<file path="src/rtl/unidade_controle_multiciclo_if.sv">
// Signal bundle between the multi-cycle control unit (master) and the
// datapath/memory side (slave).
interface unidade_controle_multiciclo_if;
   logic [2:0] Opcode;
   logic       Zero;
   logic       MemPronto;
   logic       MemReq;
   logic       MemEscrita;
   logic       SelEndereco;
   logic       IREscrita;
   logic       PCEscrita;
   logic [1:0] SelPC;
   logic       SelUlaB;
   logic       SelDadoReg;
   logic       RegEscrita;
   logic       Parado;
   logic       ErroMem;
   logic [2:0] Estado;

   // Handshake: MemReq stays high with stable MemEscrita/SelEndereco until the
   // cycle in which MemPronto is high; that cycle completes the transfer.
   // MemPronto while MemReq is low carries no meaning.
   modport master (
      input  Opcode, Zero, MemPronto,
      output MemReq, MemEscrita, SelEndereco, IREscrita, PCEscrita, SelPC,
             SelUlaB, SelDadoReg, RegEscrita, Parado, ErroMem, Estado
   );

   modport slave (
      output Opcode, Zero, MemPronto,
      input  MemReq, MemEscrita, SelEndereco, IREscrita, PCEscrita, SelPC,
             SelUlaB, SelDadoReg, RegEscrita, Parado, ErroMem, Estado
   );
endinterface

</file>
<file path="src/rtl/unidade_controle_multiciclo.sv">
// Multi-cycle control FSM (fetch/decode/execute) for the 8-bit processor.
// Optional retired-instruction counter enabled by defining CONTADOR_INSTRUCOES_EN.
module unidade_controle_multiciclo #(
   parameter int LARGURA_CONTADOR = 16,
   parameter int ESPERA_MAX       = 0
) (
   input logic                         Clock,
   input logic                         Reset,
   unidade_controle_multiciclo_if.master bus
`ifdef CONTADOR_INSTRUCOES_EN
   ,
   output logic [LARGURA_CONTADOR-1:0] InstrucoesExecutadas
`endif
);

   localparam logic [2:0] BUSCA   = 3'd0;
   localparam logic [2:0] DECOD   = 3'd1;
   localparam logic [2:0] EXEC    = 3'd2;
   localparam logic [2:0] MEM     = 3'd3;
   localparam logic [2:0] ESCRITA = 3'd4;
   localparam logic [2:0] PARADO  = 3'd5;

   localparam logic [2:0] OP_ADDI  = 3'd0;
   localparam logic [2:0] OP_LOAD  = 3'd1;
   localparam logic [2:0] OP_STORE = 3'd2;
   localparam logic [2:0] OP_BEQZ  = 3'd3;
   localparam logic [2:0] OP_JMP   = 3'd4;
   localparam logic [2:0] OP_ADD   = 3'd5;
   localparam logic [2:0] OP_NOP   = 3'd6;
   localparam logic [2:0] OP_HALT  = 3'd7;

   localparam int EW = (ESPERA_MAX > 1) ? $clog2(ESPERA_MAX) : 1;

   logic [2:0]    estado, prox;
   logic [2:0]    op_q;
   logic [EW-1:0] espera;
   logic          erro_q;
   logic          esperando;
   logic          estouro;

   assign esperando = ((estado == BUSCA) || (estado == MEM)) && !bus.MemPronto;
   // Timeout fires in the last allowed waiting cycle so PARADO is reached
   // exactly ESPERA_MAX cycles after entering the wait.
   assign estouro = (ESPERA_MAX > 0) && esperando && (espera == EW'(ESPERA_MAX - 1));

   always_comb begin
      prox             = estado;
      bus.MemReq       = 1'b0;
      bus.MemEscrita   = 1'b0;
      bus.SelEndereco  = 1'b0;
      bus.IREscrita    = 1'b0;
      bus.PCEscrita    = 1'b0;
      bus.SelPC        = 2'b00;
      bus.SelUlaB      = 1'b0;
      bus.SelDadoReg   = 1'b0;
      bus.RegEscrita   = 1'b0;
      case (estado)
         BUSCA: begin
            bus.MemReq = 1'b1;
            if (bus.MemPronto) begin
               bus.IREscrita = 1'b1;
               bus.PCEscrita = 1'b1;
               prox          = DECOD;
            end else if (estouro) begin
               prox = PARADO;
            end
         end
         DECOD: begin
            case (bus.Opcode)
               OP_LOAD, OP_STORE: prox = MEM;
               OP_NOP:            prox = BUSCA;
               OP_HALT:           prox = PARADO;
               default:           prox = EXEC;
            endcase
         end
         EXEC: begin
            prox = BUSCA;
            case (op_q)
               OP_ADDI: begin
                  bus.SelUlaB    = 1'b1;
                  bus.RegEscrita = 1'b1;
               end
               OP_ADD:  bus.RegEscrita = 1'b1;
               OP_BEQZ: begin
                  bus.SelPC     = 2'b01;
                  bus.PCEscrita = bus.Zero;
               end
               OP_JMP: begin
                  bus.SelPC     = 2'b10;
                  bus.PCEscrita = 1'b1;
               end
               default: ;
            endcase
         end
         MEM: begin
            bus.MemReq      = 1'b1;
            bus.SelEndereco = 1'b1;
            bus.MemEscrita  = (op_q == OP_STORE);
            if (bus.MemPronto) begin
               prox = (op_q == OP_LOAD) ? ESCRITA : BUSCA;
            end else if (estouro) begin
               prox = PARADO;
            end
         end
         ESCRITA: begin
            bus.SelDadoReg = 1'b1;
            bus.RegEscrita = 1'b1;
            prox           = BUSCA;
         end
         PARADO:  prox = PARADO;
         default: prox = BUSCA;
      endcase
      // Reset aborts any in-flight request before the edge can commit it.
      if (Reset) begin
         bus.MemReq     = 1'b0;
         bus.MemEscrita = 1'b0;
         bus.IREscrita  = 1'b0;
         bus.PCEscrita  = 1'b0;
         bus.RegEscrita = 1'b0;
      end
   end

   assign bus.Parado  = (estado == PARADO);
   assign bus.ErroMem = erro_q;
   assign bus.Estado  = estado;

   always_ff @(posedge Clock) begin
      if (Reset) begin
         estado <= BUSCA;
         op_q   <= OP_ADDI;
         espera <= '0;
         erro_q <= 1'b0;
      end else begin
         estado <= prox;
         if (estado == DECOD) op_q <= bus.Opcode;
         espera <= esperando ? espera + 1'b1 : '0;
         if (estouro) erro_q <= 1'b1;
      end
   end

`ifdef CONTADOR_INSTRUCOES_EN
   logic fim_instr;

   assign fim_instr = ((prox == BUSCA) && ((estado == DECOD) || (estado == EXEC) ||
                                           (estado == MEM) || (estado == ESCRITA)))
                    || ((estado == DECOD) && (prox == PARADO));

   always_ff @(posedge Clock) begin
      if (Reset)          InstrucoesExecutadas <= '0;
      else if (fim_instr) InstrucoesExecutadas <= InstrucoesExecutadas + 1'b1;
   end
`endif

endmodule

</file>
<file path="src/flat_wrapper.sv">
// flat-port wrapper written by rule: the top's interface ports become plain ports
module unidade_controle_multiciclo_flat 
#(
   parameter int LARGURA_CONTADOR = 16,
   parameter int ESPERA_MAX       = 0
)
  (Clock, Reset, bus_Opcode, bus_Zero, bus_MemPronto, bus_MemReq, bus_MemEscrita, bus_SelEndereco, bus_IREscrita, bus_PCEscrita, bus_SelPC, bus_SelUlaB, bus_SelDadoReg, bus_RegEscrita, bus_Parado, bus_ErroMem, bus_Estado);
  unidade_controle_multiciclo_if bus_i ();
  input logic Clock;
  input logic Reset;
  input wire logic [$bits(bus_i.Opcode)-1:0] bus_Opcode;
  input wire logic [$bits(bus_i.Zero)-1:0] bus_Zero;
  input wire logic [$bits(bus_i.MemPronto)-1:0] bus_MemPronto;
  output wire logic [$bits(bus_i.MemReq)-1:0] bus_MemReq;
  output wire logic [$bits(bus_i.MemEscrita)-1:0] bus_MemEscrita;
  output wire logic [$bits(bus_i.SelEndereco)-1:0] bus_SelEndereco;
  output wire logic [$bits(bus_i.IREscrita)-1:0] bus_IREscrita;
  output wire logic [$bits(bus_i.PCEscrita)-1:0] bus_PCEscrita;
  output wire logic [$bits(bus_i.SelPC)-1:0] bus_SelPC;
  output wire logic [$bits(bus_i.SelUlaB)-1:0] bus_SelUlaB;
  output wire logic [$bits(bus_i.SelDadoReg)-1:0] bus_SelDadoReg;
  output wire logic [$bits(bus_i.RegEscrita)-1:0] bus_RegEscrita;
  output wire logic [$bits(bus_i.Parado)-1:0] bus_Parado;
  output wire logic [$bits(bus_i.ErroMem)-1:0] bus_ErroMem;
  output wire logic [$bits(bus_i.Estado)-1:0] bus_Estado;
  assign bus_i.Opcode = bus_Opcode;
  assign bus_i.Zero = bus_Zero;
  assign bus_i.MemPronto = bus_MemPronto;
  assign bus_MemReq = bus_i.MemReq;
  assign bus_MemEscrita = bus_i.MemEscrita;
  assign bus_SelEndereco = bus_i.SelEndereco;
  assign bus_IREscrita = bus_i.IREscrita;
  assign bus_PCEscrita = bus_i.PCEscrita;
  assign bus_SelPC = bus_i.SelPC;
  assign bus_SelUlaB = bus_i.SelUlaB;
  assign bus_SelDadoReg = bus_i.SelDadoReg;
  assign bus_RegEscrita = bus_i.RegEscrita;
  assign bus_Parado = bus_i.Parado;
  assign bus_ErroMem = bus_i.ErroMem;
  assign bus_Estado = bus_i.Estado;
  unidade_controle_multiciclo #(.LARGURA_CONTADOR(LARGURA_CONTADOR), .ESPERA_MAX(ESPERA_MAX)) u_core (.Clock(Clock), .Reset(Reset), .bus(bus_i));
endmodule
</file>
<file path="config.mk">
export PLATFORM = sky130hd
export DESIGN_NAME = unidade_controle_multiciclo_flat
export DESIGN_NICKNAME = d
export VERILOG_FILES = /design/src/rtl/unidade_controle_multiciclo_if.sv /design/src/rtl/unidade_controle_multiciclo.sv /design/src/flat_wrapper.sv
export SDC_FILE = /design/constraint.sdc
export NUM_CORES = 1
export LEC_CHECK = 0
export CAP_MARGIN = 40
export CORE_MARGIN = 10
export CORE_UTILIZATION = 38
export DETAILED_ROUTE_END_ITERATION = 12
export PLACE_DENSITY_LB_ADDON = 0.08
export SLEW_MARGIN = 15
export SYNTH_ARGS = -nofsm -noshare
export SYNTH_HDL_FRONTEND = slang
export SYNTH_SLANG_ARGS = --single-unit
</file>
<file path="constraint.sdc">
create_clock -name Clock -period 1.6 [get_ports Clock]
set_input_delay 0.24 -clock Clock [delete_from_list [all_inputs] [get_ports Clock]]
set_output_delay 0.24 -clock Clock [all_outputs]
set_load 0.01 [all_outputs]
</file>
==> summary.md <==
| Metric | Value |
|---|---|
| Hold path endpoint | `u_core.op_q[0]` |
| Lkg Pwr | `around 0.43 nW` |
| Clock sinks | `6` |
| # port buffers | `20` |
| Synth Area per Inst | `7.47 um^2` |
| Post-synth ARST share | `0%` |
| Most used flip-flop cell after synthesis | `dfxtp_1` |
| Total gr overflow | `0` |
| DRT Wirelength | `1620 um` |
| Floorplan core area | `around 1200 um^2` |
| Worst path slowest cell | `dfxtp_2` |
| Final Cycle Share | `98.5%` |
| Yosys warnings | `0` |
| # nets final | `between 100 and 150` |
| Pwr Density | `approximately 560 nW/um^2` |
| CP Class | `flip-flop to primary output` |
| H-tree level count | `1` |
| Top-count cell post-synth | `nand2_1` |
| Post-synth top area share | `roughly a quarter` |
| Fill cells | `99` |
| Post-Place Cell Area | `832 um^2` |
| DRT iter0 DRCs | `14` |
| Max-cap violations | `0` |
| Final Setup Violations | `0` |
| Dpl hpwl | `1200 um` |
| CTS tree | `yes` |
| Top post-synthesis cells by area | `dfxtp_1 24%, nand2_1 5.3%, nand2b_1 5.1%` |
| Post-CTS Hold Buffers | `0` |
| Rows | `12` |
| Overall die height | `between 50 and 60 um` |
| Worst Path Required | `1360 ps` |
| Fin crit period | `approximately 1600 ps` |
| Total CTS buffers | `3` |
| All-Layer GR Usage | `9.36%` |
| Final Util | `73.8%` |
| Status | `completed` |
| Die area | `3140 um^2` |
| Worst R2R Path Depth | `5` |
| Flops & latches, synth | `6` |
| Worst Hold Class | `primary input to flip-flop` |
| Register area | `~130 um^2` |
| ANT nets after route | `0` |
| Final clock skew | `0.358 ps` |
| GPL Wtd Cong | `0.824` |
| Vias per inst | `approximately 5.2` |
| Clock Tree Buf Depth | `2` |
| Worst path arrival time | `1340 ps` |
| Clk root buf | `clkbuf_4` |
| Starting density of the core | `42.1%` |
| Clock latency on the worst-skew pair | `240 ps` |
| Remaining DRCs | `0` |
| Worst path cell trace | `and4bb_1 -> and3_1 -> o31a_1 -> buf_2` |
| Post-synth cell types | `33` |
| Layout Area Growth over Synthesis | `75.4%` |
| Post-Syn Area | `493 um^2` |
| Initial antenna violation count | `0` |
| Antenna cells | `0` |
| Reg2reg end | `u_core.bus.Estado[2]` |
| Die width | `~56 um` |
| Clk slew on worst S/H paths | `50 ps` |
| WL/cell | `13.6 um` |
| I/O pin count | `22` |
| Vias | `approximately 620` |
| Hold path depth | `2` |
| DRT Pass-1 Iters | `4` |
| CP max stage delay | `350 ps` |
| Reg2reg start | `u_core.bus.Estado[2]` |
| Design Area, Final | `roughly 860 um^2` |
| Buf/Inv on CP | `1` |
| Area leader, netlist | `dfxtp_1` |
| Share of cells above drive strength 1 | `39.0%` |
| Hold_sp | `Reset` |
| Number of global-route vias before repair | `600` |
| Crit path max fanout | `6` |
| RSZ-0062 raised after global routing | `true` |
| EDFF count, synth | `0` |
| Hold Violations, Final | `0` |
| Area of the multi-input gates | `360 um^2` |
| Fmax | `0.634 GHz` |
| Commonest cells in the synthesized netlist | `7 x nand2_1, 6 x dfxtp_1, 5 x nor3_1` |
| CP Capture Type | `primary output` |
| Reg2reg setup slack | `around 310 ps` |
| Largest delay share family, worst path | `simple AND/OR/NAND/NOR gates` |
| Slew Viols, Final | `0` |
| CP Launch Type | `flip-flop` |
| Buffer count from post-CTS setup fixing | `0` |
| Cell count after synthesis | `66` |
| First-pass GRT wire length | `between 2000 and 3000 um` |
| Sequential fraction of the synthesis area | `24.4%` |
| Post-Syn Nets | `73` |
| Maximum vdd drop | `0.489 mV` |
| Largest net degree at the start of global routing | `10` |
## metrics by stage
step	total power, mW	instances	setup TNS (ps)	hold slack [ps]	worst slack (ps)
finish	0.483	119	0	510	23.4
global route	0.513	119	-35.8	539	-35.8
CTS	0.475	118	0	462	11.5
detailed placement	0.341	115	-1760	564	-438
global placement	0.338	115	-1720	556	-407
floorplan	0.248	66	0	376	274
## worst max path at each step
stage	cells after the start	end	startpoint	slack, ps
4_1_cts	3	bus_Estado[2]	u_core.bus.Estado[2]	10
2_1_floorplan	3	bus_PCEscrita	u_core.bus.Estado[1]	270
3_3_place_gp	5	bus_PCEscrita	Reset	-410
5_1_grt	4	bus_PCEscrita	u_core.op_q[0]	-40
3_5_place_dp	5	bus_PCEscrita	Reset	-440
6_report	4	bus_PCEscrita	u_core.op_q[0]	20
## layout make-up
| cell class | count | share of cell area [%] |
|---|---|---|
| clock buffers | 3 | 2.60 |
| well taps | 14 | 2.03 |
| inverters | 3 | 1.30 |
| repair buffers | 41 | 37.9 |
| flip-flops and latches | 6 | 14.5 |
| multi-input cells | 52 | 41.7 |
## registers in the layout, indices dropped and copies added (netlist names)
| name | flops |
|---|---|
| u_core.bus.Estado | 3 |
| u_core.op_q | 3 |
## per-layer routing
layer	GRT usage, %	routed length (um)	vias to the layer above
met3	3.64	117	2
li1	-	-	312
met5	0	0	-
met4	3.07	8	0
met2	16.7	786	22
met1	9.63	705	283
## where the power goes
| part | total (mW) | switching, mW | internal [mW] |
|---|---|---|---|
| registers | 0.170 | 0.00993 | 0.160 |
| logic | 0.173 | 0.0786 | 0.0944 |
| clock network | 0.139 | 0.0544 | 0.0848 |
| total | 0.483 | 0.143 | 0.340 |
## logic make-up after synthesis
group,Yosys count,share of synthesized area [%]
AOI/OAI and AO/OA,14,18.8
xor gates and xnor gates,2,3.55
adders and majority gates,1,2.03
buffers and inverters,8,8.12
DFF,6,24.4
other,1,0.761
and+or+nand+nor,34,42.4
## what timing repair did
item | in CTS | in global routing
pin swaps | 0 | 1
gates resized for setup | 24 | 14
endpoints found under the setup margin | 13 | 8
cloned | 0 | 1
## placed cells by master, fill, tap and decap left out, types with 3 or more instances in the layout
cell type	n
buf_4	19
nand2_1	7
dlygate4sd2_1	7
clkdlybuf4s50_1	6
nor3_1	5
nand2b_1	4
o21ai_0	4
clkbuf_2	4
dfxtp_2	4
a21oi_1	3
clkbuf_4	3
(Power assumes the default switching activity.)
